--- src/rtl/rgb_encoder_ctrl.sv ---
// Shared rotary-encoder / select-button controller for a three-channel RGB mixer.
// Decodes quadrature detents into saturating level steps on the currently selected channel.
module rgb_encoder_ctrl #(
  parameter int WIDTH           = 8,
  parameter int STEP            = 1,
  parameter int DEBOUNCE_CYCLES = 16
) (
  input  logic             clk,
  input  logic             rst,
  input  logic             A,
  input  logic             B,
  input  logic             btn,
  output logic [WIDTH-1:0] r_level,
  output logic [WIDTH-1:0] g_level,
  output logic [WIDTH-1:0] b_level,
  output logic [1:0]       sel,
  output logic             upd,
  output logic [1:0]       upd_ch,
  output logic             err
);

  localparam int             CNT_W    = $clog2(DEBOUNCE_CYCLES + 1);
  localparam logic [CNT_W-1:0] DB_LAST = CNT_W'(DEBOUNCE_CYCLES - 1);
  localparam logic [WIDTH:0] STEP_EXT = (WIDTH+1)'(STEP);
  localparam logic [WIDTH:0] MAX_EXT  = {1'b0, {WIDTH{1'b1}}};

  typedef enum logic [1:0] {SEL_R = 2'd0, SEL_G = 2'd1, SEL_B = 2'd2} sel_t;

  logic              a_meta, a_sync, b_meta, b_sync, btn_meta, btn_sync;
  logic              armed;
  logic [1:0]        prev_ab;
  logic signed [2:0] acc, acc_next;
  logic              step_up, step_dn, up_next, dn_next, bad;
  logic [CNT_W-1:0]  dcnt, dcnt_next;
  logic              stable, stable_next, press;
  sel_t              state, state_next;
  logic [WIDTH-1:0]  cur_lvl, new_lvl;
  logic [WIDTH:0]    sum;

  // Two-flop synchronizers for the asynchronous pins
  always_ff @(posedge clk) begin
    if (rst) begin
      {a_meta, a_sync, b_meta, b_sync, btn_meta, btn_sync} <= 6'b000000;
    end else begin
      a_meta   <= A;    a_sync   <= a_meta;
      b_meta   <= B;    b_sync   <= b_meta;
      btn_meta <= btn;  btn_sync <= btn_meta;
    end
  end

  // Step is issued on the transition that would take the accumulator to +/-4
  always_comb begin
    acc_next = acc;
    up_next  = 1'b0;
    dn_next  = 1'b0;
    bad      = 1'b0;
    if (armed) begin
      case ({prev_ab, a_sync, b_sync})
        4'b0001, 4'b0111, 4'b1110, 4'b1000: begin
          if (acc == 3'sd3) begin
            acc_next = 3'sd0;
            up_next  = 1'b1;
          end else begin
            acc_next = acc + 3'sd1;
          end
        end
        4'b0100, 4'b1101, 4'b1011, 4'b0010: begin
          if (acc == -3'sd3) begin
            acc_next = 3'sd0;
            dn_next  = 1'b1;
          end else begin
            acc_next = acc - 3'sd1;
          end
        end
        4'b0011, 4'b1100, 4'b0110, 4'b1001: bad = 1'b1;
        default: acc_next = acc;
      endcase
    end else begin
      acc_next = 3'sd0;
    end
  end

  // Quadrature state, step decision and sticky error
  always_ff @(posedge clk) begin
    if (rst) begin
      armed   <= 1'b0;
      prev_ab <= 2'b00;
      acc     <= 3'sd0;
      step_up <= 1'b0;
      step_dn <= 1'b0;
      err     <= 1'b0;
    end else begin
      armed   <= 1'b1;
      prev_ab <= {a_sync, b_sync};
      acc     <= acc_next;
      step_up <= up_next;
      step_dn <= dn_next;
      err     <= err | bad;
    end
  end

  // Debounce: count consecutive samples that disagree with the stable value
  always_comb begin
    dcnt_next   = 1'b0 ? dcnt : {CNT_W{1'b0}};
    stable_next = stable;
    if (btn_sync != stable) begin
      if (dcnt == DB_LAST) begin
        stable_next = btn_sync;
      end else begin
        dcnt_next = dcnt + CNT_W'(1);
      end
    end else begin
      dcnt_next = {CNT_W{1'b0}};
    end
    press = stable_next & ~stable;
  end

  // Debounce state
  always_ff @(posedge clk) begin
    if (rst) begin
      dcnt   <= {CNT_W{1'b0}};
      stable <= 1'b0;
    end else begin
      dcnt   <= dcnt_next;
      stable <= stable_next;
    end
  end

  // Select FSM next state
  always_comb begin
    state_next = state;
    case (state)
      SEL_R:   state_next = press ? SEL_G : SEL_R;
      SEL_G:   state_next = press ? SEL_B : SEL_G;
      SEL_B:   state_next = press ? SEL_R : SEL_B;
      default: state_next = SEL_R;
    endcase
  end

  // Select FSM state register
  always_ff @(posedge clk) begin
    if (rst) begin
      state <= SEL_R;
    end else begin
      state <= state_next;
    end
  end

  assign sel = state;

  // Saturating level arithmetic in WIDTH+1 bits; a borrow shows up in the top bit
  always_comb begin
    sum = {1'b0, cur_lvl};
    case (state)
      SEL_R:   cur_lvl = r_level;
      SEL_G:   cur_lvl = g_level;
      default: cur_lvl = b_level;
    endcase
    new_lvl = cur_lvl;
    if (step_up) begin
      sum     = {1'b0, cur_lvl} + STEP_EXT;
      new_lvl = (sum > MAX_EXT) ? MAX_EXT[WIDTH-1:0] : sum[WIDTH-1:0];
    end else if (step_dn) begin
      sum     = {1'b0, cur_lvl} - STEP_EXT;
      new_lvl = sum[WIDTH] ? {WIDTH{1'b0}} : sum[WIDTH-1:0];
    end else begin
      new_lvl = cur_lvl;
    end
  end

  // Level registers and update strobe; step lands on the channel selected before any advance
  always_ff @(posedge clk) begin
    if (rst) begin
      r_level <= {WIDTH{1'b0}};
      g_level <= {WIDTH{1'b0}};
      b_level <= {WIDTH{1'b0}};
      upd     <= 1'b0;
      upd_ch  <= 2'd0;
    end else begin
      upd <= 1'b0;
      if (new_lvl != cur_lvl) begin
        upd    <= 1'b1;
        upd_ch <= state;
        case (state)
          SEL_R:   r_level <= new_lvl;
          SEL_G:   g_level <= new_lvl;
          default: b_level <= new_lvl;
        endcase
      end
    end
  end

endmodule

--- config.mk ---
export PLATFORM = sky130hd
export DESIGN_NAME = rgb_encoder_ctrl
export DESIGN_NICKNAME = d
export VERILOG_FILES = /design/src/rtl/rgb_encoder_ctrl.sv
export SDC_FILE = /design/constraint.sdc
export NUM_CORES = 1
export LEC_CHECK = 0
export ABC_AREA = 1
export CORE_MARGIN = 10
export CORE_UTILIZATION = 50
export DETAILED_ROUTE_END_ITERATION = 16
export HOLD_SLACK_MARGIN = 0.12
export PLACE_DENSITY = 0.71
export SLEW_MARGIN = 20
export SYNTH_ARGS = -nofsm -noshare
export SYNTH_HDL_FRONTEND = slang
export SYNTH_SLANG_ARGS = --single-unit
--- constraint.sdc ---
create_clock -name clk -period 2.8 [get_ports clk]
set_input_delay 0.28 -clock clk [delete_from_list [all_inputs] [get_ports clk]]
set_output_delay 0.28 -clock clk [all_outputs]
set_load 0.01 [all_outputs]
=== Word-level counts from Yosys, hierarchy flattened ===
Cells that the tools add are included.

* Add/sub/neg operators: 5
* Order comparisons: 1
* Equal/unequal tests: 19
* Mux-type cells: 20
* Bitwise gates (word level): 8
* Reduce and logical (&&, ||, !) cells: 13

{| class="wikitable"
|+ Operators with widths
! cell !! number
|-
| $mux W8 || 4
|-
| $eq A4 B4 Y1 const B || 6
|-
| $pmux W8 S2 || 1
|-
| $eq A4 B3 Y1 const B || 3
|-
| $reduce_or A4 Y1 || 3
|-
| $add A8 B1 Y9 const B || 1
|-
| $gt A9 B8 Y1 const B || 1
|-
| $mux W1 || 9
|-
| $reduce_or A3 Y1 || 3
|-
| $sub A8 B1 Y9 const B || 1
|-
| $eq A4 B2 Y1 const B || 2
|-
| $ne A8 B8 Y1 || 1
|-
| $eq A3 B3 Y1 const B || 2
|-
| $mux W3 || 2
|-
| $not A1 Y1 || 6
|-
| $pmux W2 S3 || 1
|-
| $pmux W3 S2 || 1
|-
| $reduce_and A2 Y1 || 3
|-
| $add A5 B1 Y5 const B || 1
|-
| $eq A5 B4 Y1 const B || 1
|-
| $eq A4 B1 Y1 const B || 1
|-
| $mux W2 || 2
|-
| $reduce_or A2 Y1 || 2
|-
| $add A3 B2 Y3 const B || 1
|-
| other kinds (8) || 8
|}

* Register bits after elaboration: 50
* Input bits: 5

=== Logic depth before layout (Yosys ltp) ===
Gate-level depths: netlist of run 1.

* Word-level depth: 8
* Mapped depth: 22

=== Worst setup path after synthesis of run 1 ===
OpenSTA, ideal clock, no wires.

* Path type: register -> register
* Start point: register state[1], in the netlist sel[1]
* End point: register r_level[3]
* Library setup time: 113 ps
* Arrival: 2490 ps
* Required time: 2687 ps
* Path slack: 197 ps
* Cell stages (with the launch flop): 23
* Buffers on the path: 2
* Period minus slack after synthesis: 2603 ps
* Cell sequence: dfxtp_1 -> buf_4 -> nor2_4 -> nand2_1 -> nand3_2 -> inv_1 -> ha_1 -> inv_1 -> nor2_2 -> nand3_1 -> nand2_1 -> nand2_1 -> nor2_1 -> nand3_1 -> nand3_1 -> nand2_1 -> nand2_1 -> nand3_2 -> buf_6 -> nand2_2 -> nand2_1 -> nand2_1 -> nor2_1

* Longest elaborated chain between the ends: 8
* Elaborated cells between the ends (all ways): 12

{| class="wikitable"
|+ RTL lines
! element !! RTL line !! text
|-
| from (decl) || 36 || <nowiki>sel_t state, state_next;</nowiki>
|-
| from (signal assigned) || 145 || <nowiki>state <= state_next;</nowiki>
|-
| $eq A2 B1 Y1 or $logic_not A2 Y1 (tied branches) || 154, 184 ||
|-
| $pmux W8 S2 || 154 || <nowiki>case (state)</nowiki>
|-
| $add A8 B1 Y9 or $sub A8 B1 Y9 (tied branches) || 161, 164 ||
|-
| $gt A9 B8 Y1 or $mux W8 (tied branches) || 162, 165 ||
|-
| $mux W8 (on tied branches) || 162, 163 ||
|-
| $mux W8 || 160 || <nowiki>if (step_up) begin</nowiki>
|-
| $ne A8 B8 Y1 || 181 || <nowiki>if (new_lvl != cur_lvl) begin</nowiki>
|-
| $reduce_and A2 Y1 (no source line) || n/a ||
|-
| to (signal assigned) || 174 || <nowiki>r_level <= {WIDTH{1'b0}};</nowiki>
|-
| to (signal assigned) || 185 || <nowiki>SEL_R: r_level <= new_lvl;</nowiki>
|-
| to (decl) || 13 || <nowiki>output logic [WIDTH-1:0] r_level,</nowiki>
|}

Parallel ways exist; a longest one is shown, timed or not.
A chain may end at the register's enable or synchronous reset.

=== Worst setup path in the final report of run 1 ===
* Start point: register state[1], in the netlist sel[1]
* End point: register b_level[1]

* Longest elaborated chain between the ends: 8
* Elaborated cells between the ends (all ways): 14

{| class="wikitable"
|+ RTL lines
! element !! RTL line !! text
|-
| $eq A2 B1 Y1 or $logic_not A2 Y1 (tied branches) || 154, 184 ||
|-
| $pmux W8 S2 || 154 ||
|-
| $add A8 B1 Y9 or $sub A8 B1 Y9 (tied branches) || 161, 164 ||
|-
| $gt A9 B8 Y1 or $mux W8 (tied branches) || 162, 165 ||
|-
| $mux W8 (on tied branches) || 162, 163 ||
|-
| $mux W8 || 160 ||
|-
| $ne A8 B8 Y1 || 181 ||
|-
| $reduce_and A2 Y1 (no source line) || n/a ||
|-
| to (signal assigned) || 176 || <nowiki>b_level <= {WIDTH{1'b0}};</nowiki>
|-
| to (signal assigned) || 187 || <nowiki>default: b_level <= new_lvl;</nowiki>
|-
| to (decl) || 15 || <nowiki>output logic [WIDTH-1:0] b_level,</nowiki>
|}

Parallel ways exist; a longest one is shown, timed or not.

==> summary.txt, run 1 <==
Synthesis
  • Post-Synth Adder-Cell Area: 3.61%
  • Main combinational cell family by area after synthesis: simple AND/OR/NAND/NOR gates
  • EDFF count, synth: 0
  • Post-synthesis sequential area ratio: 36.1%
  • Ys flop type: dfxtp_1
  • Count of different cell masters after synthesis: 31
  • Synth top area share: 36.1%
  • Cell taking the most area after synthesis: dfxtp_1
  • Compound-gate portion of the synthesized area: 8.07%
  • Post-Syn Area: ~2800 sq um
  • Syn Area/Cell: 6.50 sq um
  • Commonest cells post-synth: 114 x nand2_1, 65 x nor2_1, 57 x inv_1
  • Async SR Flop Fraction: 0%
  • Gate Count Post-Synth: 427
  • Syn_nets: between 400 and 500
  • Dominant cell by count in the synthesized netlist: nand2_1
  • Synth Area in Simple Gates: a little under 40%
  • Post-synthesis mux area share: 0%
  • Register bit total from synthesis: 50
  • Yosys warning total: 0
  • Post-synthesis xor/xnor area fraction: between 2 and 2.5%
  • Top post-synthesis cells by area: dfxtp_1 36%, nand2_1 15%, nor2_1 8.8%, inv_1 7.7%, nand3_1 6.5%

Critical path
  • Worst-path fanout max: 8
  • RR Endpoint: b_level[1]$_SDFFE_PP0P_
  • Nature of the critical path endpoint: register
  • Critical Path Start Type: register
  • R2R cell count: 17
  • Critical path class: register to register
  • FF-to-FF setup slack: 160 ps
  • Worst EP required: 3010 ps
  • FF-to-FF Start: sel[1]$_SDFF_PP0_
  • Critical path data arrival time: 2850 ps

Route
  • Residual DRC: 0
  • 1st-iter DRT viols: roughly 170
  • Routed len/inst: 13.0 um
  • Final wirelength: 7.19 mm
  • Final ANT Viol Nets: 0
  • DR vias: 2784
  • Drt first pass iters: 4
  • Vias per inst: 5.04

Die
  • I/O Pins: 35
  • Initial Util: 51.0%
  • Die area: 8930 sq um
  • Die width: 94.5 um
  • Row cnt: 27
  • Die span in y: 94.5 um
  • Core region area: 5440 sq um

Global route
  • Antenna violations before repair: 0
  • Vias in the first global route: 2495
  • First-pass GRT wire length: between 10 and 15 mm
  • Largest net degree at the start of global routing: 27
  • Grt ovf: 0
  • GR Util All Layers: between 15 and 20%

Cells and area
  • Antenna cell count: 0
  • Layout fillers: 476
  • Area delta synth->final: 31.8%
  • Sequential Area: between 1000 and 1500 sq um
  • Post-Layout Cell Count: 552
  • Share of layout cells above drive strength 1: 16.7%
  • Util after Layout: about 67%
  • Area of the multi-input gates: approximately 1600 sq um
  • Post-layout nets: 492

CTS
  • Num Clock Sinks: 50
  • Inserted Clock Buffers: 5
  • Longest Clk Path Bufs: 2
  • H-tree levels: 2
  • Reg clk slew, reported paths: 100 ps
  • Clock root cell: clkbuf_8
  • Post-cts hold buffer count: 0
  • Clock latency on the worst-skew pair: 310 ps
  • TritonCTS clock tree: done

Place
  • DPL Wire Length: 5.17 mm
  • Placed insts: 538
  • Port Buffer Count: 34
  • Routability cong.: 0.978
  • Worst slack, placed: 53.3 ps

Power
  • Cell leakage power: ~0.0017 uW
  • Pwr dens: 855 nW/um^2
  • Max VDD drop: 0.446 mV
  • Power Total: 3130 uW

Timing
  • RSZ-0062 raised after global routing: true
  • Tmin final: 2640 ps
  • Final Hold Fails: 0
  • Slew Viols, Final: 0
  • Slew headroom: roughly three quarters
  • Fmax: 379 MHz
  • # setup viols final: 0
  • Slew at the pin closest to its max-slew limit: 401 ps
  • Period utilization: between 90% and 100%
  • Clk_skew: 9.78 ps
  • PnR worst setup slack: 159 ps
  • Fin Setup TNS: 0 ps

Min path
  • HP Start: btn_meta$_SDFF_PP0_
  • Hold Path Stages: 2
  • Worst hold path type: register to register
  • Hold Path Sink: btn_sync$_SDFF_PP0_

Flow run
  • Max-capacitance violation count: 0

Run status
  • Outcome: completed
timing repair:
item                                   in CTS  in global routing
endpoints found under the hold margin       0                  0
setup buffers                               0                  5
setup endpoints to repair                   0                 27
gates resized for setup                     0                 46
kinds of logic after synthesis:
kind of cell               after synthesis
and+or+nand+nor                        244
buffers and inverters                   77
DFF                                     50
AOI/OAI and AO/OA                       41
adders and majority gates                8
xor gates and xnor gates                 7
worst max path at each step:
stage / from / to
6_report: sel[1]$_SDFF_PP0_ / b_level[1]$_SDFFE_PP0P_
5_1_grt: sel[1]$_SDFF_PP0_ / b_level[1]$_SDFFE_PP0P_
4_1_cts: sel[1]$_SDFF_PP0_ / g_level[1]$_SDFFE_PP0P_
3_5_place_dp: sel[1]$_SDFF_PP0_ / g_level[1]$_SDFFE_PP0P_
3_3_place_gp: sel[1]$_SDFF_PP0_ / g_level[6]$_SDFFE_PP0P_
2_1_floorplan: sel[1]$_SDFF_PP0_ / r_level[3]$_SDFFE_PP0P_
worst max-delay path, cell delays in order, from the launching register on:
cell and delay, ps:
dfxtp_4 360, buf_12 130, nor2_4 180, buf_4 190
nand2_1 80, nand3_2 140, inv_2 80, nor2_4 120
nand4_1 220, nand3_1 150, nand2_2 80, nand2_1 60
nand2_1 70, inv_2 80, nand3_4 170, buf_6 190
a21oi_1 170, nor2_1 50
sequential cells by signal, indices dropped and copies added, names as in the netlist, 2 cells and up:
register / count
acc: 3
b_level: 8
dcnt: 5
g_level: 8
prev_ab: 2
r_level: 8
sel: 2
upd_ch: 2
placed cells by master, fill, tap and decap left out, types with 3 or more instances in the layout:
master	Yosys	layout
buf_4	1	15
a211oi_1	3	3
xor2_1	7	7
nand2_1	114	105
inv_2	6	7
ha_1	8	6
buf_6	1	5
clkdlybuf4s50_1	0	34
nor2_1	65	64
o21ai_0	6	6
clkbuf_8	0	6
inv_1	57	54
o21ai_1	3	3
nand3_1	36	30
nand3_4	0	5
a21oi_1	24	22
nor2_4	3	6
nand2_2	2	10
nand3_2	7	8
dfxtp_1	50	48
o211ai_1	3	3
nand4_1	6	6
through the flow:
step,instance area (sq um),hold slack [ps]
floorplan,2770,349
global placement,3290,391
detailed placement,3290,398
CTS,3410,412
global route,3660,437
finish,3660,412
final cells by class:
cell class              count  share of cell area, %
multi-input cells         300                   44.3
flip-flops and latches     50                   27.5
repair buffers             57                   15.6
inverters                  65                   6.81
well taps                  72                   2.46
clock buffers               6                   2.26
clock inverters             2                   1.06
report_power, final:
part	switching [uW]	leakage (uW)	total (uW)	internal (uW)
Clock	262	0.0000618	556	294
Sequential	56.3	0.000408	847	791
Combinational	993	0.00122	1720	732
Total	1310	0.00169	3130	1820
layer usage:
metal / share of wire [%] / up-vias / track usage, %
met5: 0 / - / 0
met3: 6.2 / 17 / 4.36
li1: - / 1435 / -
met4: 3.3 / 0 / 6.98
met2: 49 / 84 / 26.0
met1: 42 / 1248 / 18.6
(Power assumes the default switching activity.)
==> run 2: changes to the inputs <==
--- a/config.mk
+++ b/config.mk
@@ -10,8 +10,8 @@
 export CORE_UTILIZATION = 50
 export DETAILED_ROUTE_END_ITERATION = 16
 export HOLD_SLACK_MARGIN = 0.12
+export MAX_ROUTING_LAYER = met4
 export PLACE_DENSITY = 0.71
-export SLEW_MARGIN = 20
 export SYNTH_ARGS = -nofsm -noshare
 export SYNTH_HDL_FRONTEND = slang
 export SYNTH_SLANG_ARGS = --single-unit
==> run 2 against run 1 <==
  * First-iteration DRC count grew 19%
  * Clock skew shrank 4.5 ps
  * Critical path depth grew 1
  * Global-route usage grew 0.48 points
  * Final cell count grew 0.91%
  * Sequential power is essentially flat
  * Setup slack lost 35 ps
  * Non-clock buffer count grew 6
  * Highest routed layer unchanged
  * Largest power group unchanged
==> summary.txt, run 2 (synthesis gave the netlist of run 1 again) <==
CTS
  • Longest Clk Path Bufs: 2 (unchanged)
  • Inserted Clock Buffers: 5 (unchanged)
  • H-tree levels: 2 (unchanged)
  • Clock root cell: clkbuf_8
  • TritonCTS clock tree: done
  • Reg clk slew, reported paths: 90 ps (about the same)
  • Post-cts hold buffer count: 0 (unchanged)
  • Clock latency on the worst-skew pair: 300 ps (about the same)
  • Num Clock Sinks: 50 (unchanged)

Global route
  • First-pass GRT wire length: 11.5 mm (+0.30%)
  • GR Util All Layers: 16.2% (+0.48 points)
  • Largest net degree at the start of global routing: 19 (-30%)
  • Met3 usage: 3.49% (-0.87 points)
  • Grt ovf: 0 (unchanged)
  • Vias in the first global route: 2501 (+0.24%)
  • Antenna violations before repair: 0 (unchanged)
  • Met1 usage: 18.8% (+0.23 points)
  • Met2 Use GR: 26.7% (+0.63 points)
  • Busiest layer in global routing: met2

Cells and area
  • Leading cell type in the layout, fill and taps excluded: nand2_1
  • Layout fillers: 469 (-1.5%)
  • Largest registers: b_level: 8 flops, g_level: 8 flops, r_level: 8 flops
  • Share of layout cells above drive strength 1: 16.9% (+0.24 points)
  • Antenna cell count: 0 (unchanged)
  • Post-layout nets: 498 (+1.2%)
  • Area delta synth->final: 31.6%
  • Most frequent cells in the layout: 102 x nand2_1, 65 x nor2_1, 55 x inv_1, 48 x dfxtp_1, 34 x clkdlybuf4s50_1
  • Post-Layout Cell Count: 557 (+0.91%)

Critical path
  • Critical Path Start Type: register
  • RR Endpoint: b_level[1]$_SDFFE_PP0P_
  • Critical path data arrival time: 2880 ps (+30 ps)
  • R2R cell count: 18 (+1)
  • FF-to-FF Start: sel[1]$_SDFF_PP0_
  • Nature of the critical path endpoint: register
  • Worst EP required: 3000 ps (about the same)
  • CP dominant cell by count: buf_4
  • CP max stage delay: 340 ps (-20 ps)
  • Worst-path fanout max: 8 (unchanged)
  • CP max-delay cell: dfxtp_2
  • CP Cell Sequence: buf_12, nor2_4, nand2_2, nand3_4, buf_4, buf_4, nand2_2, nor2_4, nand3_1, nand2_1, nand2_1, nand3_2, nand3_2, nand3_1, nand3_4, buf_4, a21oi_1, nor2_1
  • FF-to-FF setup slack: 120 ps (-40 ps)
  • Critical path class: register to register

Min path
  • Hold Path Stages: 2 (unchanged)
  • Hold Path Sink: btn_sync$_SDFF_PP0_
  • HP Start: btn_meta$_SDFF_PP0_
  • Worst hold path type: register to register

Place
  • DPL Wire Length: 5.36 mm (+3.7%)
  • Routability cong.: 0.996 (+1.8%)
  • Port Buffer Count: 34 (unchanged)
  • Placed insts: 538 (unchanged)

Route
  • Final wirelength: 7.44 mm (+3.5%)
  • Final ANT Viol Nets: 0 (unchanged)
  • Drt first pass iters: 5 (+1)
  • Routed len/inst: 13.4 um (+2.6%)
  • DR vias: 2858 (+2.7%)
  • Residual DRC: 0 (unchanged)
  • Vias per inst: 5.13 (+1.7%)
  • 1st-iter DRT viols: 204 (+19%)

Timing
  • Tmin final: 2680 ps (+35.3 ps)
  • Fin Hold WS: 410 ps (-1.69 ps)
  • # setup viols final: 0 (unchanged)
  • Fmax: 374 MHz (-1.3%)
  • Slew Viols, Final: 0 (unchanged)
  • Clk_skew: 5.25 ps (-4.53 ps)
  • Slew headroom: 60.1% (-13 points)
  • Final Hold Fails: 0 (unchanged)
  • Period utilization: 95.6% (+1.3 points)
  • Slew at the pin closest to its max-slew limit: 598 ps (+198 ps)

Die
  • Die span in y: 94.5 um (unchanged)
  • Row cnt: 27 (unchanged)
  • Die area: 8930 sq um (unchanged)
  • Initial Util: 51.0% (unchanged)
  • Core region area: 5440 sq um (unchanged)
  • I/O Pins: 35 (unchanged)
  • Die width: 94.5 um (unchanged)

Run status
  • Outcome: completed

Power
  • Pwr dens: 828 nW/um^2 (-3.2%)
  • Max VDD drop: 0.469 mV (+5.1%)
  • Cell leakage power: 0.00169 uW (about the same)

Flow run
  • Max-capacitance violation count: 0 (unchanged)
[run 2: changes by cell type in the layout (fill, tap and decap cells not counted), moves of 2 or more]
cell / delta
buf_4: +7
nand2_1: -3
nand2_2: +3
a21oi_1: +2
a21oi_2: -2
buf_6: -2
nand3_1: +2
nand3_2: -2
[run 2: where the power goes]
part	switching [uW]	total (uW)	internal, uW
Combinational	1010	1760	752
Sequential	54.9	847	792
Clock	242	414	172
Total	1300	3020	1720
[run 2: area by class of cell]
| type | count | area [sq um] | area share, % |
|---|---|---|---|
| flip-flops and latches | 50 | 1000 | 27.5 |
| well taps | 72 | 90.1 | 2.47 |
| multi-input cells | 300 | 1610 | 44.2 |
| clock inverters | 1 | 7.51 | 0.206 |
| clock buffers | 6 | 72.6 | 1.99 |
| repair buffers | 63 | 614 | 16.8 |
| inverters | 65 | 249 | 6.82 |
[run 2: critical path: cells and delay by family (launching register included)]
kind | cells | cell delay, ps
and+or+nand+nor | 13 | 1460
buffers and inverters | 4 | 590
DFF | 1 | 340
AOI/OAI and AO/OA | 1 | 160
[run 2: worst max-delay path by stage]
stage	startpoint	end	cells after the start	slack, ps
6_report	sel[1]$_SDFF_PP0_	b_level[1]$_SDFFE_PP0P_	18	120
5_1_grt	sel[1]$_SDFF_PP0_	b_level[1]$_SDFFE_PP0P_	18	-30
4_1_cts	sel[1]$_SDFF_PP0_	g_level[7]$_SDFFE_PP0P_	21	50
3_5_place_dp	sel[1]$_SDFF_PP0_	g_level[7]$_SDFFE_PP0P_	21	70
3_3_place_gp	sel[0]$_SDFF_PP0_	g_level[6]$_SDFFE_PP0P_	19	110
2_1_floorplan	sel[1]$_SDFF_PP0_	r_level[3]$_SDFFE_PP0P_	22	200
[run 2: through the flow]
stage | setup TNS (ps) | cell area [sq um] | total power [uW] | worst slack (ps) | utilization (%)
finish | 0 | 3650 | 3020 | 124 | 67.1
global route | -109 | 3650 | 3230 | -28.1 | 67.1
CTS | 0 | 3370 | 2640 | 48.8 | 61.9
detailed placement | 0 | 3290 | 2230 | 68.0 | 60.4
global placement | 0 | 3290 | 2210 | 105 | 60.4
floorplan | 0 | 2770 | 1800 | 197 | -
[run 2: what timing repair did]
action,CTS,global route
setup buffers,0,11
gates resized for setup,0,44
setup endpoints to repair,0,27
[run 2: routing by layer]
layer | wire length, um | up-vias
li1 | - | 1448
met1 | 3130 | 1300
met2 | 3700 | 93
met3 | 409 | 17
met4 | 192 | 0
met5 | 0 | -
